`src/rtl/mem_port_arbiter.sv`:
```
// Shares one memory port between instruction fetch and load/store, one access in flight at a time.
// Define MEM_ARB_RR_EN for round-robin arbitration instead of dm priority with a fetch starvation guard.
module mem_port_arbiter #(
    parameter int unsigned ADDR_W   = 32,
    parameter int unsigned DATA_W   = 32,
    parameter int unsigned MAX_WAIT = 4
) (
    input  logic                clk,
    input  logic                clk_en,
    input  logic                rst,

    input  logic                if_req,
    input  logic [ADDR_W-1:0]   if_addr,
    output logic                if_gnt,
    output logic                if_rvalid,
    output logic [DATA_W-1:0]   if_rdata,

    input  logic                dm_req,
    input  logic                dm_we,
    input  logic [DATA_W/8-1:0] dm_be,
    input  logic [ADDR_W-1:0]   dm_addr,
    input  logic [DATA_W-1:0]   dm_wdata,
    output logic                dm_gnt,
    output logic                dm_rvalid,
    output logic [DATA_W-1:0]   dm_rdata,

    output logic                mem_req,
    output logic                mem_we,
    output logic [DATA_W/8-1:0] mem_be,
    output logic [ADDR_W-1:0]   mem_addr,
    output logic [DATA_W-1:0]   mem_wdata,
    input  logic                mem_gnt,
    input  logic                mem_rvalid,
    input  logic [DATA_W-1:0]   mem_rdata,

    output logic                busy
);

    localparam int unsigned BE_W = DATA_W / 8;

    typedef enum logic [1:0] {StIdle, StReq, StResp} state_e;

    state_e              state_q;
    logic                owner_dm_q;
    logic                mem_we_q;
    logic [BE_W-1:0]     mem_be_q;
    logic [ADDR_W-1:0]   mem_addr_q;
    logic [DATA_W-1:0]   mem_wdata_q;

    logic any_req;
    logic pick_if;

    assign any_req = if_req | dm_req;

`ifdef MEM_ARB_RR_EN
    // Resets to DM so the first contention goes to fetch.
    logic last_dm_q;

    always_comb begin
        pick_if = if_req && (!dm_req || last_dm_q);
    end

    always_ff @(posedge clk) begin
        if (rst) begin
            last_dm_q <= 1'b1;
        end else if (clk_en && state_q == StIdle && any_req) begin
            last_dm_q <= !pick_if;
        end
    end
`else
    localparam logic [3:0] MaxWait = 4'(MAX_WAIT);

    logic [3:0] wait_cnt_q;

    always_comb begin
        pick_if = if_req && (!dm_req || wait_cnt_q == MaxWait);
    end

    always_ff @(posedge clk) begin
        if (rst) begin
            wait_cnt_q <= '0;
        end else if (clk_en && state_q == StIdle && any_req) begin
            if (pick_if) begin
                wait_cnt_q <= '0;
            end else if (if_req && wait_cnt_q != MaxWait) begin
                wait_cnt_q <= wait_cnt_q + 4'd1;
            end
        end
    end
`endif

    always_ff @(posedge clk) begin
        if (rst) begin
            state_q     <= StIdle;
            owner_dm_q  <= 1'b0;
            mem_we_q    <= 1'b0;
            mem_be_q    <= '0;
            mem_addr_q  <= '0;
            mem_wdata_q <= '0;
        end else if (clk_en) begin
            unique case (state_q)
                StIdle: begin
                    if (any_req) begin
                        state_q    <= StReq;
                        owner_dm_q <= !pick_if;
                        if (pick_if) begin
                            mem_we_q    <= 1'b0;
                            mem_be_q    <= '1;
                            mem_addr_q  <= if_addr;
                            mem_wdata_q <= '0;
                        end else begin
                            mem_we_q    <= dm_we;
                            mem_be_q    <= dm_be;
                            mem_addr_q  <= dm_addr;
                            mem_wdata_q <= dm_wdata;
                        end
                    end
                end
                // A response arriving with the grant is not ours yet; only the grant counts.
                StReq: begin
                    if (mem_gnt) begin
                        state_q <= StResp;
                    end
                end
                StResp: begin
                    if (mem_rvalid) begin
                        state_q <= StIdle;
                    end
                end
                default: state_q <= StIdle;
            endcase
        end
    end

    logic gnt_ok;
    logic rsp_ok;

    always_comb begin
        busy      = (state_q != StIdle);
        mem_req   = clk_en && (state_q == StReq);
        mem_we    = mem_we_q;
        mem_be    = mem_be_q;
        mem_addr  = mem_addr_q;
        mem_wdata = mem_wdata_q;

        gnt_ok    = mem_req && mem_gnt;
        rsp_ok    = clk_en && (state_q == StResp) && mem_rvalid;

        if_gnt    = gnt_ok && !owner_dm_q;
        dm_gnt    = gnt_ok && owner_dm_q;
        if_rvalid = rsp_ok && !owner_dm_q;
        dm_rvalid = rsp_ok && owner_dm_q;
        if_rdata  = mem_rdata;
        dm_rdata  = mem_rdata;
    end

endmodule

```
`config.mk`:
```
export PLATFORM = sky130hd
export DESIGN_NAME = mem_port_arbiter
export DESIGN_NICKNAME = d
export VERILOG_FILES = /design/src/rtl/mem_port_arbiter.sv
export SDC_FILE = /design/constraint.sdc
export NUM_CORES = 1
export LEC_CHECK = 0
export CORE_AREA = 3 3 106 108
export DETAILED_ROUTE_END_ITERATION = 8
export DIE_AREA = 0 0 109 111
export DONT_BUFFER_PORTS = 1
export SLEW_MARGIN = 30
export SYNTH_ARGS = -nofsm -noshare
export SYNTH_HDL_FRONTEND = slang
export SYNTH_SLANG_ARGS = --single-unit
```
`constraint.sdc`:
```
create_clock -name clk -period 1.62 [get_ports clk]
set_input_delay 0.162 -clock clk [delete_from_list [all_inputs] [get_ports clk]]
set_output_delay 0.162 -clock clk [all_outputs]
set_load 0.03 [all_outputs]
```
==> flow_summary.ini, run 1 <==
[run_status]
status = finished with violations
violations = hold timing

[power_and_ir_drop]
seq_power_share_pct = 52.2
p_sw_share_pct = 29.9
ir_drop_mv = 0.436
power_frac_clock_pct = 36.0
p_int_mw = 3.13
p_switching_mw = 1.33
leakagePower_nw = 1.35
powerDensity_mw_per_mm2 = 1090
combPwrFrac_pct = 11.8

[critical_path]
path_cells = buf_6 > and3b_2 > nand2_4 > a21oi_1 > dlygate4sd3_1
path_max_fanout = 6
timing.reg2reg.setup_slack_ns = 0.07
start_kind = flop
cp_slowest_stage_delay_ns = 0.56
required_ns = 1.91
critical_path_class = flop to flop
critical_path_arrival_ns = 1.84
slowest_stage = dlygate4sd3_1
end_kind = flop

[flow_run]
maxCapViolations = 0

[global_route]
grt_first_pass_wirelength_um = 17200
track_usage_pct = 17.7
gr-total-overflow = 0
grt_start_max_net_pins = 74
first_global_vias = 3302
antenna_found_initial = 0

[synthesis]
avgSynthCellArea_um2 = 8.45
yosysUniqueCellTypes = 35
ys_ff_latch = 76
syn_inst = 474
yosys_warnings = 0
synth_nets = 616
syn_area_mm2 = 0.00401
seq_area_frac_synth_pct = 38.0

[detailed_routing]
dr.pass1.iters = 5
drtIter0Drc = 337
routed_wl_um = 11600
drc = 0
ant_nets = 0
vias = 3425
wl_per_cell_um = 21.5
vias_per_cell = 6.35

[clocking]
clkSinkCount = 76
path_clk_slew_ns = 0.08
hold_buffers = 5
cts_tree = yes
ctsLongestPathBuffers = 2
clkLatencyLatePin_ns = 0.35
cts-root-buf = clkbuf_8
cts-buffers-inserted = 9
cts.htree.levels = 3

[sta]
worst_pin_slew_ns = 0.643
fin_crit_ns = 1.55
fin_setup_tns_ns = 0
finalHoldViolCount = 71
final_max_slew_viol_count = 0
holdWs_ns = -0.114
fin_skew_ns = 0.00963
max_slew_margin_pct = 57.1
max_freq_mhz = 645
period_share_pct = 95.7
setup_viol = 0

[floorplanning]
start_util_pct = 38.8
fp.dieArea_mm2 = 0.0121
die_w_um = 109
core_mm2 = 0.0103
num_rows = 37
die_y_um = 111
pin_count = 279

[finish]
layout_commonest_cell = dfxtp_1
final_cell_mix = dfxtp_1, a21oi_1, nand3_1
fillers = 1054
syn_to_final_growth_pct = 1.69
drive_gt1_share_pct = 15.9
num-nets-final = 540
final_cell_area_mm2 = 0.00408
num_antenna_cells = 0

[placed_design]
io_buffers = 0
hpwl_um = 7360
dpl_cell_area_mm2 = 0.00363
place.gp.congestion = 0.731

[worst_hold_path]
holdCritPathClass = input pin to flop
-- cell usage after synthesis --
library cell  number  share of area [%]
nor2_8             1               0.50
nand2b_1           1               0.16
or4b_1             1               0.25
a211oi_1           3               0.56
nor2_4             1               0.28
or3_1              2               0.31
or4_1              1               0.19
o221a_2            4                1.1
ha_1               2               0.62
nand4b_1           2               0.44
nor3_1             1               0.12
nor2_1             5               0.47
buf_1              1              0.094
clkbuf_2           2               0.25
inv_2              1              0.094
and3b_1            2               0.44
a311oi_1          32                7.0
o211ai_1          32                6.0
buf_4             68                 13
or2_2              2               0.31
buf_6              3               0.84
nor3b_2            1               0.31
nand2_1            4               0.37
a22oi_1            1               0.19
clkbuf_1          27                2.5
dfxtp_1           76                 38
a21oi_1           69                8.6
buf_2             18                2.2
nand4bb_1          1               0.28
nand3_1           34                4.2
o21ai_1            9                1.1
nand4_1           33                5.2
o21ai_0           28                3.5
inv_1              5               0.47
or3b_1             1               0.22
-- power by group through the flow --
stage                     combinational (mW)  sequential, mW  clock, mW
after floorplan                        0.731            2.34          0
after global placement                 0.467            2.37          0
after detailed placement               0.483            2.37          0
after CTS                              0.494            2.33       1.66
after global routing                   0.588            2.35       1.73
final                                  0.526            2.33       1.60
-- path summary, 6_finish.rpt --
| kind | from | to | depth (start not counted) |
|---|---|---|---|
| setup / recovery | state_q[1] | state_q[1] | 5 |
| hold reg to reg | wait_cnt_q[1] | wait_cnt_q[1] | 2 |
| setup reg to reg | state_q[1] | state_q[1] | 5 |
| hold / removal | rst | mem_wdata[19] | 1 |
-- routing by layer --
layer  GRT usage, %  routed length (um)  up-vias
li1               -                   -     1570
met1           20.1                4550     1638
met2           28.8                5490      203
met3           7.40                1430       14
met4           7.41                 140        0
met5              0                   0        -
-- timing repair --
action | 4_1_cts | 5_1_grt
gates resized for setup | 2 | 22
setup buffers | 1 | 3
cloned | 0 | 3
hold endpoints to repair | 76 | 71
endpoints found under the setup margin | 1 | 51
pin swaps | 1 | 8
-- cell families after synthesis --
logic type | after synthesis | share of synthesized area, %
AND/OR/NAND/NOR | 93 | 14.0
buffers and inverters | 125 | 19.3
flip-flops | 76 | 38.0
adder cells (fa/ha/maj) | 2 | 0.624
AO/OA/AOI/OAI | 178 | 28.1
-- stage by stage --
step	util (%)	total power [mW]	worst slack, ns	cells
global route	39.5	4.66	-0.0123	539
floorplan	-	3.07	0.0589	474
global placement	35.2	2.84	0.106	511
finish	39.5	4.46	0.0699	539
CTS	37.9	4.49	0.00433	533
detailed placement	35.2	2.86	0.00737	511
-- cell type report --
type                       count  area (um2)  share of cell area, %
multi-input combinational    273        1760                   43.3
clock buffer                  11         141                   3.47
sequential                    76        1530                   37.4
timing repair buffer          32         377                   9.24
tap                          136         170                   4.18
clock inverter                 5        75.1                   1.84
inverter                       6        22.5                  0.553
-- state kept, by name, indices dropped and copies added, names as in the netlist --
register / flops
wait_cnt_q: 4
mem_we: 1
state_q: 2
mem_addr: 32
mem_wdata: 32
owner_dm_q: 1
mem_be: 4
-- worst max-delay path, delay by kind of cell, from the launching register on --
family	cells	cell delay (ns)
buffers and inverters	2	0.69
DFF	1	0.34
and+or+nand+nor	2	0.35
AOI/OAI and AO/OA	1	0.13
Note: power is estimated with default switching activity, not from simulation.
==> run 2, diff against run 1 <==
--- a/config.mk
+++ b/config.mk
@@ -5,9 +5,10 @@
 export SDC_FILE = /design/constraint.sdc
 export NUM_CORES = 1
 export LEC_CHECK = 0
-export CORE_AREA = 3 3 106 108
+export CORE_ASPECT_RATIO = 1.4
+export CORE_MARGIN = 3
+export CORE_UTILIZATION = 26
 export DETAILED_ROUTE_END_ITERATION = 8
-export DIE_AREA = 0 0 109 111
 export DONT_BUFFER_PORTS = 1
 export SLEW_MARGIN = 30
 export SYNTH_ARGS = -nofsm -noshare
==> flow_summary.ini, run 2 (synthesized netlist as in run 1, its figures left out) <==
[run_status]
status = finished with violations
violations = hold timing

[clocking]
clkSinkCount = 76
path_clk_slew_ns = 0.06
cts_tree = yes
cts.htree.levels = 3
hold_buffers = 4
ctsLongestPathBuffers = 2
clkLatencyLatePin_ns = 0.33
cts-root-buf = clkbuf_16
cts-buffers-inserted = 9

[detailed_routing]
wl_per_cell_um = 23.0
ant_nets = 0
vias_per_cell = 5.90
routed_wl_um = 13800
vias = 3526
dr.pass1.iters = 5
drtIter0Drc = 239
drc = 0

[sta]
worst_pin_slew_ns = 0.755
final_max_slew_viol_count = 0
holdWs_ns = -0.0933
fin_setup_tns_ns = 0
fin_skew_ns = 0.00973
finalHoldViolCount = 72
setup_viol = 0
max_freq_mhz = 641
max_slew_margin_pct = 49.7
fin_crit_ns = 1.56
period_share_pct = 96.3
fin_ws_ns = 0.0600

[floorplanning]
fp.dieArea_mm2 = 0.0170
core_mm2 = 0.0151
start_util_pct = 26.6
num_rows = 53
pin_count = 279
die_y_um = 153
die_w_um = 111

[power_and_ir_drop]
leakagePower_nw = 1.43
p_sw_share_pct = 28.3
power_frac_clock_pct = 43.4
p_int_mw = 3.66
seq_power_share_pct = 45.6
ir_drop_mv = 0.558
powerDensity_mw_per_mm2 = 1180
combPwrFrac_pct = 10.9
p_switching_mw = 1.45
power.total_mw = 5.11

[global_route]
grt_first_pass_wirelength_um = 19600
grt_start_max_net_pins = 74
track_usage_pct = 14.6
first_global_vias = 3468
antenna_found_initial = 0
gr-total-overflow = 0

[flow_run]
maxCapViolations = 0

[critical_path]
path_cells = buf_4 > and3b_2 > nand2_4 > nor2_4 > buf_6
worst_r2r_path_depth = 6
crit_start = state_q[1]
r2r_end = mem_addr[19]
path_buf_inv = 2
start_kind = flop
cp_slowest_stage_delay_ns = 0.33
r2r-start = state_q[0]
critical_path_class = flop to output pin
slowest_stage = dfxtp_2
crit_end = dm_gnt
path_max_fanout = 5
cp_top_family = simple AND/OR/NAND/NOR gates
required_ns = 1.46
cp_num_cells = 5
critical_path_arrival_ns = 1.40
end_kind = output pin
timing.reg2reg.setup_slack_ns = 0.07

[worst_hold_path]
holdCritPathClass = input pin to flop

[placed_design]
dp_slack_ns = 0.00403
dpl_cell_area_mm2 = 0.00373
place.gp.congestion = 0.726
placedCellCount = 570
hpwl_um = 8220
io_buffers = 0

[finish]
layout_commonest_cell = dfxtp_1
num_antenna_cells = 0
drive_gt1_share_pct = 17.2
final_cell_area_mm2 = 0.00431
syn_to_final_growth_pct = 7.65
fillers = 1590
regArea_mm2 = 0.00153
multi_input_area_mm2 = 0.00176
num-nets-final = 544
final_cells = 598
final_cell_mix = dfxtp_1, a21oi_1, nand3_1
==> run 2: cell count changes in the layout (fill, tap and decap cells not counted), moves of 2 or more <==
cell / before / now
dlygate4sd3_1: 5 / 3
clkinv_2: 3 / 1
clkbuf_16: 2 / 12
clkbuf_8: 10 / 2
buf_4: 13 / 17
==> run 2: power groups by stage <==
stage	Sequential, mW	Clock, mW	Combinational (mW)
after global placement	2.37	0	0.484
final	2.33	2.22	0.558
after CTS	2.33	2.29	0.517
after floorplan	2.34	0	0.731
after detailed placement	2.37	0	0.508
after global routing	2.34	2.36	0.613
==> run 2: worst min path at each step <==
stage / start / end / slack (ns) / depth (start not counted)
after floorplan: dm_wdata[26] / mem_wdata[26] / 0.33 / 2
after global routing: rst / mem_wdata[12] / -0.12 / 1
after global placement: rst / mem_wdata[7] / 0.24 / 1
after CTS: rst / mem_wdata[13] / -0.12 / 1
after detailed placement: rst / mem_wdata[7] / 0.24 / 1
final: rst / mem_wdata[11] / -0.09 / 1
==> run 2: layer usage <==
metal	part of all wire (%)	wire length [um]	track usage (%)	vias up
met3	8.9	1220	4.08	50
li1	-	-	-	1574
met4	3.3	460	7.04	0
met5	0	0	0	-
met2	53	7250	26.6	229
met1	35	4850	15.3	1673
==> run 2: stage by stage <==
step | hold WS (ns) | util, %
floorplan | 0.327 | -
global placement | 0.237 | 24.8
detailed placement | 0.244 | 24.8
CTS | -0.115 | 27.5
global route | -0.115 | 28.7
finish | -0.0933 | 28.7
==> run 2: area by class of cell <==
class / instances / share of cell area (%)
clock buffer: 11 / 5.86
timing repair buffer: 36 / 10.2
clock inverter: 4 / 1.68
multi-input combinational: 273 / 40.8
tap: 192 / 5.57
inverter: 6 / 0.522
sequential: 76 / 35.4
==> run 2: timing repair <==
item	CTS	global route
setup endpoints to repair	2	42
pin swaps	1	7
resized for setup	5	17
setup buffers	0	5
hold endpoints to repair	75	72
gates cloned	1	4
